===== src/rtl/neuron_mac_if.sv =====
// Stream interface of the neuron: x/w/b input beats in, saturated y out.
interface neuron_mac_if #(
  parameter int unsigned DATA_W = 16
);
  logic                     in_valid;
  logic                     in_ready;
  logic signed [DATA_W-1:0] x;
  logic signed [DATA_W-1:0] w;
  logic signed [DATA_W-1:0] b;
  logic [1:0]               act_mode;
  logic                     out_valid;
  logic                     out_ready;
  logic signed [DATA_W-1:0] y;
  logic                     out_sat;

  // Producer of input beats / consumer of results
  modport master (
    output in_valid, x, w, b, act_mode, out_ready,
    input  in_ready, out_valid, y, out_sat
  );

  // The neuron itself
  modport slave (
    input  in_valid, x, w, b, act_mode, out_ready,
    output in_ready, out_valid, y, out_sat
  );
endinterface


===== src/rtl/neuron_mac.sv =====
// Fixed-point neuron: pipelined MAC over N_INPUTS beats, bias, activation, saturation.
module neuron_mac #(
  parameter int unsigned DATA_W   = 16,
  parameter int unsigned FRAC_W   = 8,
  parameter int unsigned N_INPUTS = 5,
  parameter int unsigned ACC_W    = 40
) (
  input  logic         clk,
  input  logic         rst,
  neuron_mac_if.slave  bus
);

  localparam int unsigned CNT_W  = (N_INPUTS > 1) ? $clog2(N_INPUTS) : 1;
  localparam int unsigned PROD_W = 2 * DATA_W;

  localparam logic signed [ACC_W-1:0] Y_MAX = ACC_W'((64'sd1 <<< (DATA_W - 1)) - 64'sd1);
  localparam logic signed [ACC_W-1:0] Y_MIN = ACC_W'(-(64'sd1 <<< (DATA_W - 1)));
  localparam logic signed [DATA_W-1:0] D_MAX = {1'b0, {(DATA_W - 1){1'b1}}};
  localparam logic signed [DATA_W-1:0] D_MIN = {1'b1, {(DATA_W - 1){1'b0}}};

  typedef enum logic [1:0] {S_ACC, S_FLUSH, S_OUT} state_t;

  state_t                   state;
  state_t                   state_nxt;
  logic [CNT_W-1:0]         beat_cnt;
  logic                     flush_cnt;
  logic signed [DATA_W-1:0] b_q;
  logic [1:0]               mode_q;
  logic signed [PROD_W-1:0] prod;
  logic                     p_valid;
  logic signed [ACC_W-1:0]  acc;
  logic signed [DATA_W-1:0] y_q;
  logic                     out_sat_q;

  logic                     accept_c;
  logic                     last_beat_c;
  logic                     flush_done_c;
  logic signed [ACC_W-1:0]  sum_c;
  logic signed [ACC_W-1:0]  shift_c;
  logic signed [ACC_W-1:0]  act_c;
  logic signed [DATA_W-1:0] clip_c;
  logic                     sat_c;

  assign accept_c     = bus.in_valid && bus.in_ready;
  assign last_beat_c  = (beat_cnt == CNT_W'(N_INPUTS - 1));
  assign flush_done_c = flush_cnt;
  assign bus.y        = y_q;
  assign bus.out_sat  = out_sat_q;

  // State register
  always_ff @(posedge clk or posedge rst) begin
    if (rst) state <= S_ACC;
    else     state <= state_nxt;
  end

  // Next-state: collect beats, drain the two pipeline stages, hold the result
  always_comb begin
    state_nxt = state;
    case (state)
      S_ACC:   if (accept_c && last_beat_c) state_nxt = S_FLUSH;
      S_FLUSH: if (flush_done_c)            state_nxt = S_OUT;
      S_OUT:   if (bus.out_ready)           state_nxt = S_ACC;
      default:                              state_nxt = S_ACC;
    endcase
  end

  // Handshake outputs decoded from the state register; in_ready held low during reset
  always_comb begin
    bus.in_ready  = 1'b0;
    bus.out_valid = 1'b0;
    case (state)
      S_ACC:   bus.in_ready  = !rst;
      S_OUT:   bus.out_valid = 1'b1;
      default: ;
    endcase
  end

  // Result formation: bias, rescale (floor), activation, clip to DATA_W
  always_comb begin
    sum_c   = acc + (ACC_W'(b_q) <<< FRAC_W);
    shift_c = sum_c >>> FRAC_W;
    act_c   = shift_c;
    case (mode_q)
      2'd1:    if (shift_c[ACC_W-1]) act_c = '0;
      2'd2:    if (shift_c[ACC_W-1]) act_c = shift_c >>> 3;
      default: act_c = shift_c;
    endcase
    sat_c  = 1'b0;
    clip_c = DATA_W'(act_c);
    if (act_c > Y_MAX) begin
      clip_c = D_MAX;
      sat_c  = 1'b1;
    end else if (act_c < Y_MIN) begin
      clip_c = D_MIN;
      sat_c  = 1'b1;
    end
  end

  // Datapath: beat counter, multiply stage, accumulate stage, result register
  always_ff @(posedge clk or posedge rst) begin
    if (rst) begin
      beat_cnt  <= '0;
      flush_cnt <= 1'b0;
      b_q       <= '0;
      mode_q    <= '0;
      prod      <= '0;
      p_valid   <= 1'b0;
      acc       <= '0;
      y_q       <= '0;
      out_sat_q <= 1'b0;
    end else begin
      p_valid <= accept_c;
      if (accept_c) begin
        prod     <= PROD_W'(bus.x) * PROD_W'(bus.w);
        beat_cnt <= last_beat_c ? '0 : beat_cnt + CNT_W'(1);
      end
      if (accept_c && (beat_cnt == '0)) begin
        b_q    <= bus.b;
        mode_q <= bus.act_mode;
        acc    <= '0;
      end else if (p_valid) begin
        acc <= acc + ACC_W'(prod);
      end
      flush_cnt <= (state == S_FLUSH) ? ~flush_cnt : 1'b0;
      if ((state == S_FLUSH) && flush_done_c) begin
        y_q       <= clip_c;
        out_sat_q <= sat_c;
      end
    end
  end

endmodule


===== src/flat_wrapper.sv =====
// flat-port wrapper written by rule: the top's interface ports become plain ports
module neuron_mac_flat 
#(
  parameter int unsigned DATA_W   = 16,
  parameter int unsigned FRAC_W   = 8,
  parameter int unsigned N_INPUTS = 5,
  parameter int unsigned ACC_W    = 40
)
  (clk, rst, bus_in_valid, bus_x, bus_w, bus_b, bus_act_mode, bus_out_ready, bus_in_ready, bus_out_valid, bus_y, bus_out_sat);
  neuron_mac_if #(.DATA_W(DATA_W)) bus_i ();
  input  logic clk;
  input  logic rst;
  input wire logic [$bits(bus_i.in_valid)-1:0] bus_in_valid;
  input wire logic [$bits(bus_i.x)-1:0] bus_x;
  input wire logic [$bits(bus_i.w)-1:0] bus_w;
  input wire logic [$bits(bus_i.b)-1:0] bus_b;
  input wire logic [$bits(bus_i.act_mode)-1:0] bus_act_mode;
  input wire logic [$bits(bus_i.out_ready)-1:0] bus_out_ready;
  output wire logic [$bits(bus_i.in_ready)-1:0] bus_in_ready;
  output wire logic [$bits(bus_i.out_valid)-1:0] bus_out_valid;
  output wire logic [$bits(bus_i.y)-1:0] bus_y;
  output wire logic [$bits(bus_i.out_sat)-1:0] bus_out_sat;
  assign bus_i.in_valid = bus_in_valid;
  assign bus_i.x = bus_x;
  assign bus_i.w = bus_w;
  assign bus_i.b = bus_b;
  assign bus_i.act_mode = bus_act_mode;
  assign bus_i.out_ready = bus_out_ready;
  assign bus_in_ready = bus_i.in_ready;
  assign bus_out_valid = bus_i.out_valid;
  assign bus_y = bus_i.y;
  assign bus_out_sat = bus_i.out_sat;
  neuron_mac #(.DATA_W(DATA_W), .FRAC_W(FRAC_W), .N_INPUTS(N_INPUTS), .ACC_W(ACC_W)) u_core (.clk(clk), .rst(rst), .bus(bus_i));
endmodule

===== config.mk =====
export PLATFORM = sky130hd
export DESIGN_NAME = neuron_mac_flat
export DESIGN_NICKNAME = d
export VERILOG_FILES = /design/src/rtl/neuron_mac_if.sv /design/src/rtl/neuron_mac.sv /design/src/flat_wrapper.sv
export SDC_FILE = /design/constraint.sdc
export NUM_CORES = 1
export LEC_CHECK = 0
export ABC_AREA = 0
export BUFFER_PORTS_ARGS = -buffer_cell sky130_fd_sc_hd__buf_2
export CAP_MARGIN = 20
export CORE_UTILIZATION = 65
export CTS_CLUSTER_SIZE = 20
export DETAILED_ROUTE_END_ITERATION = 7
export GPL_TIMING_DRIVEN = 0
export PLACE_DENSITY = 0.83
export SYNTH_ARGS = -nofsm -noshare
export SYNTH_HDL_FRONTEND = slang
export SYNTH_SLANG_ARGS = --single-unit

===== constraint.sdc =====
create_clock -name clk -period 10.9 [get_ports clk]
set_input_delay 3.27 -clock clk [delete_from_list [all_inputs] [get_ports clk]]
set_output_delay 3.27 -clock clk [all_outputs]
set_load 0.02 [all_outputs]

==> run_results.csv <==
group,metric,value,unit
floorplan,rows,60,
routing,wirelength,43.7,mm
sta,clock_skew,10.5,ps
routing,vias,14260,
sta,post-route-period-util,0.903,
floorplan,start_util,0.667,
sta,maxSlewHeadroom,0.376,
setup_path,crit_path_frequent_cell,"fa_1",
final_layout,layout_common_cells,"inv_1 (331), fa_1 (264), nand2_1 (229), ha_1 (156), and2_1 (128)",
status,status,"complete, no violations",
sta,finalCriticalPeriod,9850,ps
floorplan,die_y,169,um
cts,numCtsBuffers,17,
yosys,synth_edf_count,0,
sta,tns,0,ps
setup_path,cp_max_fo,10,
run,drv_cap,0,
yosys,syn_nets,2490,
sta,clock.fmax,102,MHz
routing,drt_iter0_markers,858,
cts,clock_sinks,114,
floorplan,dieArea,28600,um2
yosys,ys.flop_type,"dfrtp_1",
sta,hold_viol,0,
setup_path,crit_path_start_kind,"input pin",
setup_path,cp_top_family,"adder cells",
cts,clkTransAtPathRegs,50,ps
final_layout,multi_input_area,13800,um2
sta,setup_viol,0,
cts,clock_latency,410,ps
routing,wl_per_cell,17.5,um
routing,drtAntennaViolNets,0,
yosys,synthArstFlopShare,1.00,
yosys,synth_area_per_cell,9.00,um2
global_routing,grt_max_degree,72,
floorplan,io_pins,73,
setup_path,required,11230,ps
global_routing,grt-ovfl-total,0,
setup_path,worstPathCellList,"buf_2 -> clkbuf_1 -> nand2_1 -> inv_1 -> fa_1 -> fa_1 -> fa_1 -> fa_1 -> fa_1 -> inv_1 -> fa_1 -> inv_1 -> ha_1 -> nand2_1 -> nor2_1 -> nand3_1 -> a2bb2oi_1 -> o21a_1 -> a311oi_1 -> a41oi_1 -> a21oi_1 -> a21oi_1 -> xor2_1 -> o21ai_0",
yosys,syn_area,18100,um2
routing,dr.pass1.iters,5,
final_layout,layout_commonest_cell,"inv_1",
setup_path,cp_slowest_cell,"fa_1",
final_layout,area.sequential,2850,um2
setup_path,path_buf_inv,5,
floorplan,core-area,27200,um2
cts,htree_levels,4,
cts,cts_tree,"yes",
sta,grt_setup_unrepaired,"false",
routing,vias_per_cell,5.72,
worst_hold_path,hold_path.class,"reg -> reg",
floorplan,dieWidth,169,um
placed_design,routabilityCongestion,0.977,
global_routing,antenna_found_initial,1,
placed_design,dp_hpwl,36.2,mm
final_layout,area_delta_synth_final,8.28,%
placed_design,port_buffers,72,
final_layout,final_nets,2582,
setup_path,slowest_delay,590,ps
yosys,yosysWarnings,0,
sta,final-max-slew-violation-count,0,
cts,postCtsSetupBuffers,0,
yosys,synth_cell_types,76,
routing,remaining_drc_errors,0,
cts,hold_buffers,0,
sta,max_slew.worst_pin.slew,935,ps
yosys,synthCells,2016,
global_routing,grt.total_usage,0.321,
final_layout,n_fill_cell,2096,
setup_path,criticalPathCategory,"in -> reg",
global_routing,grt_pass1_wl,71.8,mm
cts,cts.repair.resized,0,
final_layout,drive_gt1_frac,0.0731,
global_routing,grt_pass1_vias,14709,
setup_path,critPathArrivalTime,10170,ps
cts,clockBufferDepth,2,
cts,root_buffer,"clkbuf_16",
yosys,ys_seq_elements,114,
yosys,yosysSeqAreaShare,0.157,
setup_path,endpoint_kind,"register",
-- through the flow --
| stage | hold WS (ps) | setup WS [ps] | cell area, um2 | instances | utilization |
|---|---|---|---|---|---|
| 6_report | 482 | 1050 | 19600 | 2493 | 0.723 |
| 5_1_grt | 489 | 621 | 19600 | 2492 | 0.723 |
| 4_1_cts | 477 | 1110 | 19600 | 2492 | 0.723 |
| 3_5_place_dp | 466 | 703 | 19000 | 2461 | 0.699 |
| 3_3_place_gp | 456 | 876 | 19000 | 2460 | 0.698 |
| 2_1_floorplan | 416 | 1780 | 18100 | 2016 | - |
-- layer usage --
| layer | vias to the layer above | track usage | routed length (um) |
|---|---|---|---|
| met3 | 98 | 0.0531 | 2890 |
| li1 | 6700 | - | - |
| met1 | 6960 | 0.393 | 17700 |
| met4 | 0 | 0.115 | 1490 |
| met5 | - | 0 | 0 |
| met2 | 502 | 0.572 | 21600 |
-- registers in the layout, summed over array words and instances (netlist names) --
name and cells:
u_core.bus.y 16, u_core.bus.out_sat 1, u_core.b_q 16, u_core.state 2
u_core.p_valid 1, u_core.beat_cnt 3, u_core.prod 32, u_core.flush_cnt 1
u_core.mode_q 2, u_core.acc 40
-- tightest hold or removal path, stage by stage, from the launching register on --
cell	delay, ps
dfrtp_1	340
nand2_1	50
o21ai_0	60
-- cells by family (layout without fill, tap and decap cells) --
group                    count (synthesis)  after routing  share of synthesized area
AO/OA/AOI/OAI                          338            338                      0.123
XOR/XNOR                                97             97                     0.0468
adder cells (fa/ha/maj)                420            420                      0.399
buffers and inverters                  396            500                     0.0838
flip-flops                             114            114                      0.157
multiplexers                            58             58                     0.0331
other                                    0              1                          0
AND/OR/NAND/NOR                        593            593                      0.157
-- Yosys cell counts (3+ instances only) --
| master | count | area share |
|---|---|---|
| nor2b_1 | 8 | 0.0028 |
| nor3b_1 | 5 | 0.0021 |
| a31oi_1 | 8 | 0.0028 |
| o211ai_1 | 11 | 0.0046 |
| a211oi_1 | 16 | 0.0066 |
| nor3_1 | 21 | 0.0058 |
| inv_1 | 332 | 0.069 |
| o211ai_2 | 12 | 0.0083 |
| o21ai_1 | 4 | 0.0011 |
| nand2_1 | 229 | 0.047 |
| ha_1 | 156 | 0.11 |
| or3_1 | 4 | 0.0014 |
| nor2_1 | 112 | 0.023 |
| mux2_2 | 16 | 0.0099 |
| dfrtp_1 | 114 | 0.16 |
| nand2b_1 | 15 | 0.0052 |
| and2_1 | 128 | 0.044 |
| clkbuf_1 | 56 | 0.012 |
| xnor2_1 | 60 | 0.029 |
| and3_1 | 11 | 0.0038 |
| fa_1 | 264 | 0.29 |
| xor2_1 | 37 | 0.018 |
| a311oi_1 | 3 | 0.0014 |
| o21bai_1 | 16 | 0.0066 |
| o22ai_1 | 3 | 0.0010 |
| a21boi_0 | 5 | 0.0021 |
| nor4_1 | 4 | 0.0014 |
| mux2i_1 | 42 | 0.023 |
| o21ai_0 | 74 | 0.020 |
| a41oi_1 | 3 | 0.0014 |
| or2_2 | 6 | 0.0021 |
| o21a_1 | 10 | 0.0041 |
| a21oi_1 | 94 | 0.026 |
| buf_1 | 3 | 0.00062 |
| nand4_1 | 10 | 0.0034 |
| nand3_1 | 22 | 0.0061 |
| a21o_1 | 44 | 0.018 |
| o31ai_1 | 10 | 0.0041 |
-- layout make-up --
type	instances	share of cell area
diodes	1	0.000127
plain buffers	64	0.0140
clock buffers	22	0.0236
clock inverters	9	0.00911
inverters	332	0.0636
multi-input cells	1506	0.701
flip-flops and latches	114	0.145
well taps	372	0.0237
repair buffers	73	0.0198
-- worst paths after layout --
path / from / end / slack (ps) / depth (start not counted)
max: bus_x[15] / u_core.prod[30] / 1050 / 24
min: u_core.prod[26] / u_core.prod[26] / 480 / 2
max reg2reg: u_core.acc[8] / u_core.bus.y[5] / 6990 / 14
min reg2reg: u_core.prod[26] / u_core.prod[26] / 480 / 2
max in group asynchronous: rst / u_core.prod[14] / 7220 / 3
min in group asynchronous: rst / u_core.bus.y[9] / 2940 / 2
Power is not shown: default switching activity piles up to over one toggle a cycle in this logic, so the estimate is an artifact.
